## config.mk

```make
export PLATFORM = sky130hd
export DESIGN_NAME = mux4_rr_arbiter_flat
export DESIGN_NICKNAME = d
export VERILOG_FILES = /design/src/rtl/mux4_rr_arbiter_pkg.sv /design/src/rtl/mux4_rr_arbiter_if.sv /design/src/rtl/mux4_rr_arbiter_pick.sv /design/src/rtl/mux4_rr_arbiter.sv /design/src/flat_wrapper.sv
export SDC_FILE = /design/constraint.sdc
export NUM_CORES = 1
export LEC_CHECK = 0
export CAP_MARGIN = 20
export CELL_PAD_IN_SITES_DETAIL_PLACEMENT = 0
export CELL_PAD_IN_SITES_GLOBAL_PLACEMENT = 2
export CORE_MARGIN = 2
export CORE_UTILIZATION = 39
export CTS_CLUSTER_SIZE = 30
export DETAILED_ROUTE_END_ITERATION = 8
export DONT_BUFFER_PORTS = 1
export GPL_TIMING_DRIVEN = 0
export HOLD_SLACK_MARGIN = 0.15
export PLACE_DENSITY_LB_ADDON = 0.12
export RECOVER_POWER = 50
export SYNTH_ARGS = -nofsm -noshare
export SYNTH_HDL_FRONTEND = slang
export SYNTH_SLANG_ARGS = --single-unit
```

## constraint.sdc

```tcl
create_clock -name CLK -period 3.6 [get_ports CLK]
set_clock_uncertainty 0.15 [all_clocks]
set_input_delay 0.72 -clock CLK [delete_from_list [all_inputs] [get_ports CLK]]
set_output_delay 0.72 -clock CLK [all_outputs]
set_load 0.005 [all_outputs]
```

## src/rtl/mux4_rr_arbiter_pkg.sv

```systemverilog
// Shared constants and state encoding for the 4-requester round-robin mux arbiter.
package mux4_arb_pkg;
   localparam int NUM_REQ = 4;
   localparam int SEL_W   = 2;
   localparam int CNT_W   = 8;

   typedef enum logic [1:0] {
      ST_IDLE  = 2'd0,
      ST_GRANT = 2'd1,
      ST_GAP   = 2'd2
   } arb_state_t;
endpackage

```

## src/rtl/mux4_rr_arbiter_if.sv

```systemverilog
// Bundle between requesters/data sources and the arbiter: requests and mux inputs in, grant/select/output back.
interface mux4_rr_arbiter_if;
   import mux4_arb_pkg::*;

   logic [NUM_REQ-1:0] REQ;
   logic               IN0;
   logic               IN1;
   logic               IN2;
   logic               IN3;
   logic [NUM_REQ-1:0] GNT;
   logic [SEL_W-1:0]   S;
   logic               MO;
   logic               MOV;

   modport master (
      output REQ, IN0, IN1, IN2, IN3,
      input  GNT, S, MO, MOV
   );

   modport slave (
      input  REQ, IN0, IN1, IN2, IN3,
      output GNT, S, MO, MOV
   );
endinterface

```

## src/rtl/mux4_rr_arbiter_pick.sv

```systemverilog
// Combinational 4-way round-robin pick: first set request at or after ptr (mod 4).
// Zero latency; no handshake, the caller decides when the result is used.
module rr_pick4
   import mux4_arb_pkg::*;
(
   input  logic [NUM_REQ-1:0] req,
   input  logic [SEL_W-1:0]   ptr,
   output logic [SEL_W-1:0]   winner,
   output logic               any
);

   // Walk from the farthest offset down so the nearest set request overwrites.
   always_comb begin
      winner = ptr;
      any    = |req;
      for (int k = NUM_REQ - 1; k >= 0; k--) begin
         if (req[ptr + SEL_W'(k)]) begin
            winner = ptr + SEL_W'(k);
         end
      end
   end

endmodule

```

## src/rtl/mux4_rr_arbiter.sv

```systemverilog
// Round-robin owner of the shared 4:1 mux: one-hot GNT/S one cycle after the pick, MO/MOV one cycle later.
// Owner holds at most HOLD_MAX cycles while others wait; each release costs a GAP plus an IDLE cycle.
module mux4_rr_arbiter
   import mux4_arb_pkg::*;
#(
   parameter int HOLD_MAX = 8
) (
   input  logic CLK,
   input  logic RST,
   mux4_rr_arbiter_if.slave bus
);

   localparam logic [CNT_W-1:0] HOLD_LAST = CNT_W'(HOLD_MAX - 1);

   arb_state_t         state_q, state_d;
   logic [SEL_W-1:0]   ptr_q, ptr_d;
   logic [CNT_W-1:0]   cnt_q, cnt_d;
   logic [SEL_W-1:0]   sel_q, sel_d;
   logic [NUM_REQ-1:0] gnt_q, gnt_d;
   logic               mo_q, mov_q;

   logic [SEL_W-1:0]   winner;
   logic               any_req;
   logic [NUM_REQ-1:0] owner_mask;
   logic               others_wait;
   logic               at_last;
   logic               mux_out;

   rr_pick4 u_pick (
      .req    (bus.REQ),
      .ptr    (ptr_q),
      .winner (winner),
      .any    (any_req)
   );

   assign owner_mask  = NUM_REQ'(1) << sel_q;
   assign others_wait = |(bus.REQ & ~owner_mask);
   assign at_last     = (cnt_q == HOLD_LAST);

   always_comb begin
      state_d = state_q;
      ptr_d   = ptr_q;
      cnt_d   = cnt_q;
      sel_d   = sel_q;
      gnt_d   = gnt_q;
      case (state_q)
         ST_IDLE: begin
            gnt_d = '0;
            if (any_req) begin
               sel_d   = winner;
               gnt_d   = NUM_REQ'(1) << winner;
               cnt_d   = '0;
               state_d = ST_GRANT;
            end
         end
         ST_GRANT: begin
            if (!bus.REQ[sel_q] || (at_last && others_wait)) begin
               gnt_d   = '0;
               ptr_d   = sel_q + SEL_W'(1);
               state_d = ST_GAP;
            end else begin
               // Lone requester: the counter wraps and the grant simply continues.
               cnt_d = at_last ? '0 : cnt_q + CNT_W'(1);
            end
         end
         ST_GAP: begin
            gnt_d   = '0;
            state_d = ST_IDLE;
         end
         default: begin
            gnt_d   = '0;
            state_d = ST_IDLE;
         end
      endcase
   end

   always_comb begin
      mux_out = 1'b0;
      case (sel_q)
         2'd0: mux_out = bus.IN0;
         2'd1: mux_out = bus.IN1;
         2'd2: mux_out = bus.IN2;
         2'd3: mux_out = bus.IN3;
         default: mux_out = 1'b0;
      endcase
   end

   always_ff @(posedge CLK) begin
      if (RST) begin
         state_q <= ST_IDLE;
         ptr_q   <= '0;
         cnt_q   <= '0;
         sel_q   <= '0;
         gnt_q   <= '0;
         mo_q    <= 1'b0;
         mov_q   <= 1'b0;
      end else begin
         state_q <= state_d;
         ptr_q   <= ptr_d;
         cnt_q   <= cnt_d;
         sel_q   <= sel_d;
         gnt_q   <= gnt_d;
         mo_q    <= (state_q == ST_GRANT) ? mux_out : 1'b0;
         mov_q   <= (state_q == ST_GRANT);
      end
   end

   assign bus.GNT = gnt_q;
   assign bus.S   = sel_q;
   assign bus.MO  = mo_q;
   assign bus.MOV = mov_q;

endmodule

```

## src/flat_wrapper.sv

```systemverilog
// flat-port wrapper written by rule: the top's interface ports become plain ports
module mux4_rr_arbiter_flat import mux4_arb_pkg::*;
#(
   parameter int HOLD_MAX = 8
)
  (CLK, RST, bus_REQ, bus_IN0, bus_IN1, bus_IN2, bus_IN3, bus_GNT, bus_S, bus_MO, bus_MOV);
  mux4_rr_arbiter_if bus_i ();
  input  logic CLK;
  input  logic RST;
  input wire logic [$bits(bus_i.REQ)-1:0] bus_REQ;
  input wire logic [$bits(bus_i.IN0)-1:0] bus_IN0;
  input wire logic [$bits(bus_i.IN1)-1:0] bus_IN1;
  input wire logic [$bits(bus_i.IN2)-1:0] bus_IN2;
  input wire logic [$bits(bus_i.IN3)-1:0] bus_IN3;
  output wire logic [$bits(bus_i.GNT)-1:0] bus_GNT;
  output wire logic [$bits(bus_i.S)-1:0] bus_S;
  output wire logic [$bits(bus_i.MO)-1:0] bus_MO;
  output wire logic [$bits(bus_i.MOV)-1:0] bus_MOV;
  assign bus_i.REQ = bus_REQ;
  assign bus_i.IN0 = bus_IN0;
  assign bus_i.IN1 = bus_IN1;
  assign bus_i.IN2 = bus_IN2;
  assign bus_i.IN3 = bus_IN3;
  assign bus_GNT = bus_i.GNT;
  assign bus_S = bus_i.S;
  assign bus_MO = bus_i.MO;
  assign bus_MOV = bus_i.MOV;
  mux4_rr_arbiter #(.HOLD_MAX(HOLD_MAX)) u_core (.CLK(CLK), .RST(RST), .bus(bus_i));
endmodule
```

[Word-level counts from Yosys, hierarchy flattened]
Cells that the tools add are included.
Operators by class
  add/subtract/negate cells: 5
  order comparisons: 5
  equal/unequal tests: 8
  shifts and indexed selects: 2
  muxes and demuxes: 25
  bitwise logic cells: 3
  reduce and logical (&&, ||, !) cells: 13
Operators with widths (number)
  two-way mux 8 bit: 3
  case mux 8 bit (2 select lines): 1
  < comparator 2 x 3 -> 1 bit, second input constant: 5
  two-way mux 2 bit: 6
  binary-select mux 1 bit (select 2 bit): 5
  adder 8 x 1 -> 8 bit, second input constant: 1
  equality test 8 x 3 -> 1 bit, second input constant: 1
  two-way mux 4 bit: 2
  case mux 4 bit (2 select lines): 1
  OR reduction 4 bit: 2
  << shifter 1 x 2 -> 4 bit, first input constant: 2
  AND reduction 2 bit: 3
  two-way mux 1 bit: 5
  adder 2 x 1 -> 2 bit, second input constant: 2
  adder 2 bit, second input constant: 2
  AND 4 bit: 1
  equality test 2 x 1 -> 1 bit, second input constant: 2
  equality test 2 bit, second input constant: 2
  logical NOT 2 bit: 2
  != test 2 x 1 -> 1 bit, second input constant: 2
  inverter 4 bit: 1
  case mux 1 bit (4 select lines): 1
  case mux 2 bit (2 select lines): 1
  AND reduction 3 bit: 1
  other kinds (7): 7
Storage, ports and cells
  flip-flop bits (word level): 20
  input bits: 10
  output and inout port bits: 8

[Logic depth before layout (Yosys ltp)]
  depth in word-level cells: 10
  depth in mapped cells: 9

[Cells and area by module]
From an unflattened synthesis, not the netlist that was laid out.
Second synthesis, totals
  cell total of the unflattened synthesis: 123
  area total of the unflattened synthesis: 1074.8 µm²
Modules (own cells, without submodules)
  mux4_rr_arbiter: instances 1, cells an instance 107, area an instance 974.7 µm², seq. area each 400.4 µm²
  rr_pick4: instances 1, cells an instance 16, area an instance 100.1 µm², seq. area each 0.0 µm²

[Least setup slack after synthesis]
OpenSTA, ideal clock, no wires.
  path kind: input -> register
  from: in bus_REQ[3]
  to: reg u_core.cnt_q[6]
  library setup time: 57 ps
  arrival: 1891 ps
  setup slack: 1502 ps
  stages: 5
  cell sequence: mux4_2 -> o211ai_4 -> nand2_1 -> a221oi_1 -> a21bo_1
On the way
  cells in the longest elaborated chain, start to end: 6
RTL lines
  start, declared: RTL line flat_wrapper.sv:10  | input wire logic [$bits(bus_i.REQ)-1:0] bus_REQ;
  binary-select mux 1 bit (select 2 bit) or AND 4 bit (tied branches): RTL line mux4_rr_arbiter.sv:57, mux4_rr_arbiter.sv:37
  two-way mux 1 bit (implied by the code) or OR reduction 4 bit (tied branches): RTL line mux4_rr_arbiter.sv:57, mux4_rr_arbiter.sv:37
  logical NOT 1 bit or logical AND 1 bit (tied branches): RTL line mux4_rr_arbiter.sv:57  | if (!bus.REQ[sel_q] || (at_last && others_wait)) begin
  logical OR 1 bit: RTL line mux4_rr_arbiter.sv:57
  != test 2 bit (no source line)
  AND reduction 3 bit (no source line) *
  end signal, assigned: RTL line mux4_rr_arbiter.sv:100  | cnt_q <= cnt_d;
  end, declared: RTL line mux4_rr_arbiter.sv:17  | logic [CNT_W-1:0] cnt_q, cnt_d;
Mark *: on every way between the ends. The rest lies on a longest branch, timed or not. The select of a mux whose other input is x is not followed.
A chain may end at the register's enable or synchronous reset.

[Worst setup path after layout]
  from: reg u_core.sel_q[0], in the netlist u_core.bus.S[0]
  to: reg u_core.cnt_q[6]
On the way
  cells in the longest elaborated chain, start to end: 8
RTL lines
  start, declared: RTL line mux4_rr_arbiter.sv:18  | logic [SEL_W-1:0] sel_q, sel_d;
  start signal, assigned: RTL line mux4_rr_arbiter.sv:101  | sel_q <= sel_d;
  << shifter 1 x 2 -> 4 bit: RTL line mux4_rr_arbiter.sv:36  | assign owner_mask = NUM_REQ'(1) << sel_q;
  inverter 4 bit: RTL line mux4_rr_arbiter.sv:37  | assign others_wait = |(bus.REQ & ~owner_mask);
  AND 4 bit: RTL line mux4_rr_arbiter.sv:37
  OR reduction 4 bit: RTL line mux4_rr_arbiter.sv:37
  logical AND 1 bit: RTL line mux4_rr_arbiter.sv:57
  logical OR 1 bit *: RTL line mux4_rr_arbiter.sv:57
  != test 2 bit (no source line) *
  AND reduction 3 bit (no source line) *
Marked as above.

==> flow_summary_export.csv <==
group,metric,value,unit
outcome,status,"finished, final reports clean",
worst_setup_path,critPathCaptureType,"register",
clock_tree,cts.clk_slew.worst_paths,0.12,ns
sta,max_slew_margin,0.696,
synthesis,yosysWarnings,0,
worst_setup_path,start_kind,"register",
cells_and_area,area_delta_synth_final,5.54,%
sta,fmax,420,MHz
sta,tightest_slew,0.456,ns
worst_setup_path,critPathSlowestCell,"dfxtp_1",
worst_setup_path,crit_chain,"inv_1 > ha_1 > nand2b_1 > o2111a_1 > o211ai_1 > nand2_1 > a221oi_1 > a21bo_1",
power,p_total,0.476,mW
clock_tree,cts_tree,"built",
worst_setup_path,setup.worst_path.class,"register to register",
placed_design,dpl_cell_area,1150,um^2
clock_tree,root_buffer,"clkbuf_4",
floorplanning,die_y,57.3,um
detailed_routing,wirelength,2360,um
placed_design,gp_congestion,0.748,
clock_tree,numCtsBuffers,3,
detailed_routing,vias,910,
synthesis,synth_ff_type,"dfxtp_1",
cells_and_area,n_fill_cell,290,
clock_tree,clk-insertion-delay-late,0.30,ns
worst_setup_path,cp_slowest_stage_delay,0.50,ns
worst_setup_path,required,3.71,ns
power,p_leak,0.437,nW
synthesis,syn_avg_cell_area,8.65,um^2
sta,period_share,0.662,
power,pwr_density_cell,407,nW/um^2
synthesis,synthesis.nets,144,
synthesis,ys_ff_latch,20,
detailed_routing,dr.pass1.iters,4,
placed_design,portBuffers,0,
worst_setup_path,cp_top_family,"compound AO/OA/AOI/OAI gates",
clock_tree,ctsResizeCount,0,
global_route,grt_pass1_wl,4060,um
synthesis,async_flop_share,0,
detailed_routing,drc,0,
worst_setup_path,crit_arrival,2.49,ns
floorplanning,floorplan.core_area,2730,um^2
cells_and_area,design_area,1170,um^2
synthesis,syn_inst,128,
global_route,grt_pass1_vias,905,
cells_and_area,antenna_cells,0,
detailed_routing,wl_per_cell,14.5,um
synthesis,syn-cell-area,1110,um^2
placed_design,dp_hpwl,1800,um
min_path,hold_path.class,"primary input to register",
floorplanning,rows,19,
global_route,antenna_found_initial,0,
global_route,track_usage,0.158,
floorplanning,dieArea,3280,um^2
worst_setup_path,critical_path_buf_inv_count,1,
sta,hold_viol,0,
sta,fin_crit,2.38,ns
floorplanning,initial_core_util,0.405,
floorplanning,dieWidth,57.3,um
power,peakVddDrop,0.277,mV
synthesis,yosysSeqAreaShare,0.362,
synthesis,synth_edf_count,0,
cells_and_area,layout.nets,149,
sta,setup_viol,0,
clock_tree,postCtsSetupBuffers,0,
global_route,gr-total-overflow,0,
detailed_routing,ant_nets,0,
clock_tree,cts.sinks,20,
clock_tree,cts_max_level,1,
detailed_routing,vias_per_cell,5.58,
sta,rsz0062_at_grt,"false",
sta,fin_setup_tns,0,ns
clock_tree,clockBufferDepth,2,
clock_tree,hold_buffers,0,
sta,slew_violations,0,
global_route,grt_max_degree,12,
synthesis,synth_cell_type_count,41,
cells_and_area,drive_above_1_share,0.0758,
worst_setup_path,crit_fanout,6,
flow_run,max_cap_violations,0,
floorplanning,pin_count,18,
detailed_routing,first_iter_violations,21,
-- synth_stat cells (2+ instances only) --
cell type | instances | area, um^2
inv_1 | 6 | 22.5
a211oi_1 | 2 | 15.0
mux2i_1 | 2 | 20.0
ha_1 | 6 | 75.1
nand2b_1 | 6 | 37.5
nor2_1 | 20 | 75.1
nand3_1 | 2 | 10.0
dfxtp_1 | 20 | 400
or3_1 | 4 | 25.0
o21ai_0 | 4 | 20.0
a221oi_1 | 2 | 17.5
a22oi_1 | 4 | 30.0
nand2_1 | 9 | 33.8
xnor2_1 | 2 | 17.5
a21oi_1 | 12 | 60.1
nor3b_1 | 2 | 15.0
-- registers in the layout (all words and copies together) (netlist names) --
signal / cells
u_core.cnt_q: 8
u_core.state_q: 2
u_core.bus.S: 2
u_core.bus.MOV: 1
u_core.ptr_q: 2
u_core.bus.MO: 1
u_core.bus.GNT: 4
-- area by class of cell --
type	instances	area, um^2	area share
flip-flops and latches	20	400	0.343
well taps	31	38.8	0.0332
multi-input cells	100	656	0.561
clock buffers	4	36.3	0.0310
plain buffers	2	15.0	0.0128
inverters	6	22.5	0.0193
-- where the power goes --
group          total, mW  switching (mW)  internal [mW]
combinational     0.0969          0.0536         0.0434
sequential         0.248          0.0137          0.234
clock              0.131          0.0695         0.0616
total              0.476           0.137          0.339
-- layout by cell type, fill, tap and decap left out, drive strengths merged, types with 4 or more instances in the layout --
cell | synthesis | routed
dfxtp | 20 | 20
nor2 | 21 | 21
a21oi | 12 | 12
o21ai | 5 | 5
inv | 6 | 6
nand2 | 9 | 9
clkbuf | 1 | 5
ha | 6 | 6
nand2b | 6 | 6
a22oi | 4 | 4
or3 | 4 | 4
-- metal layers --
metal	vias to the layer above	part of all wire	GRT usage	routed length, um
met5	-	0	0	0
met4	0	0.0051	0.0299	12
met3	2	0.035	0.0431	83
met2	15	0.48	0.281	1140
met1	427	0.48	0.192	1120
li1	466	-	-	-
-- cell families after synthesis --
family,Yosys count,synth area share
AOI/OAI and AO/OA,36,0.237
xor gates and xnor gates,2,0.0158
adders and majority gates,6,0.0678
buffers and inverters,8,0.0339
DFF,20,0.362
muxes,3,0.0384
and+or+nand+nor,53,0.245
-- worst paths after layout --
kind | to | slack, ns | startpoint | cells past startpoint
worst max-delay path | u_core.cnt_q[6]$_SDFFE_PP0P_ | 1.22 | u_core.bus.S[0]$_SDFFE_PP0P_ | 8
worst min-delay path | u_core.ptr_q[1]$_SDFFE_PP0P_ | 0.32 | RST | 1
worst max register to register | u_core.cnt_q[6]$_SDFFE_PP0P_ | 1.22 | u_core.bus.S[0]$_SDFFE_PP0P_ | 8
worst min register to register | u_core.cnt_q[1]$_SDFFE_PP0P_ | 0.34 | u_core.cnt_q[1]$_SDFFE_PP0P_ | 2
-- per-stage QoR --
stage	setup slack [ns]	utilization	instances	hold slack [ns]
floorplan	1.50	-	128	0.312
global placement	1.36	0.419	159	0.329
detailed placement	1.36	0.419	159	0.329
CTS	1.33	0.432	163	0.307
global route	0.967	0.427	163	0.296
finish	1.22	0.427	163	0.318
Power figures use the tool's default switching activity.
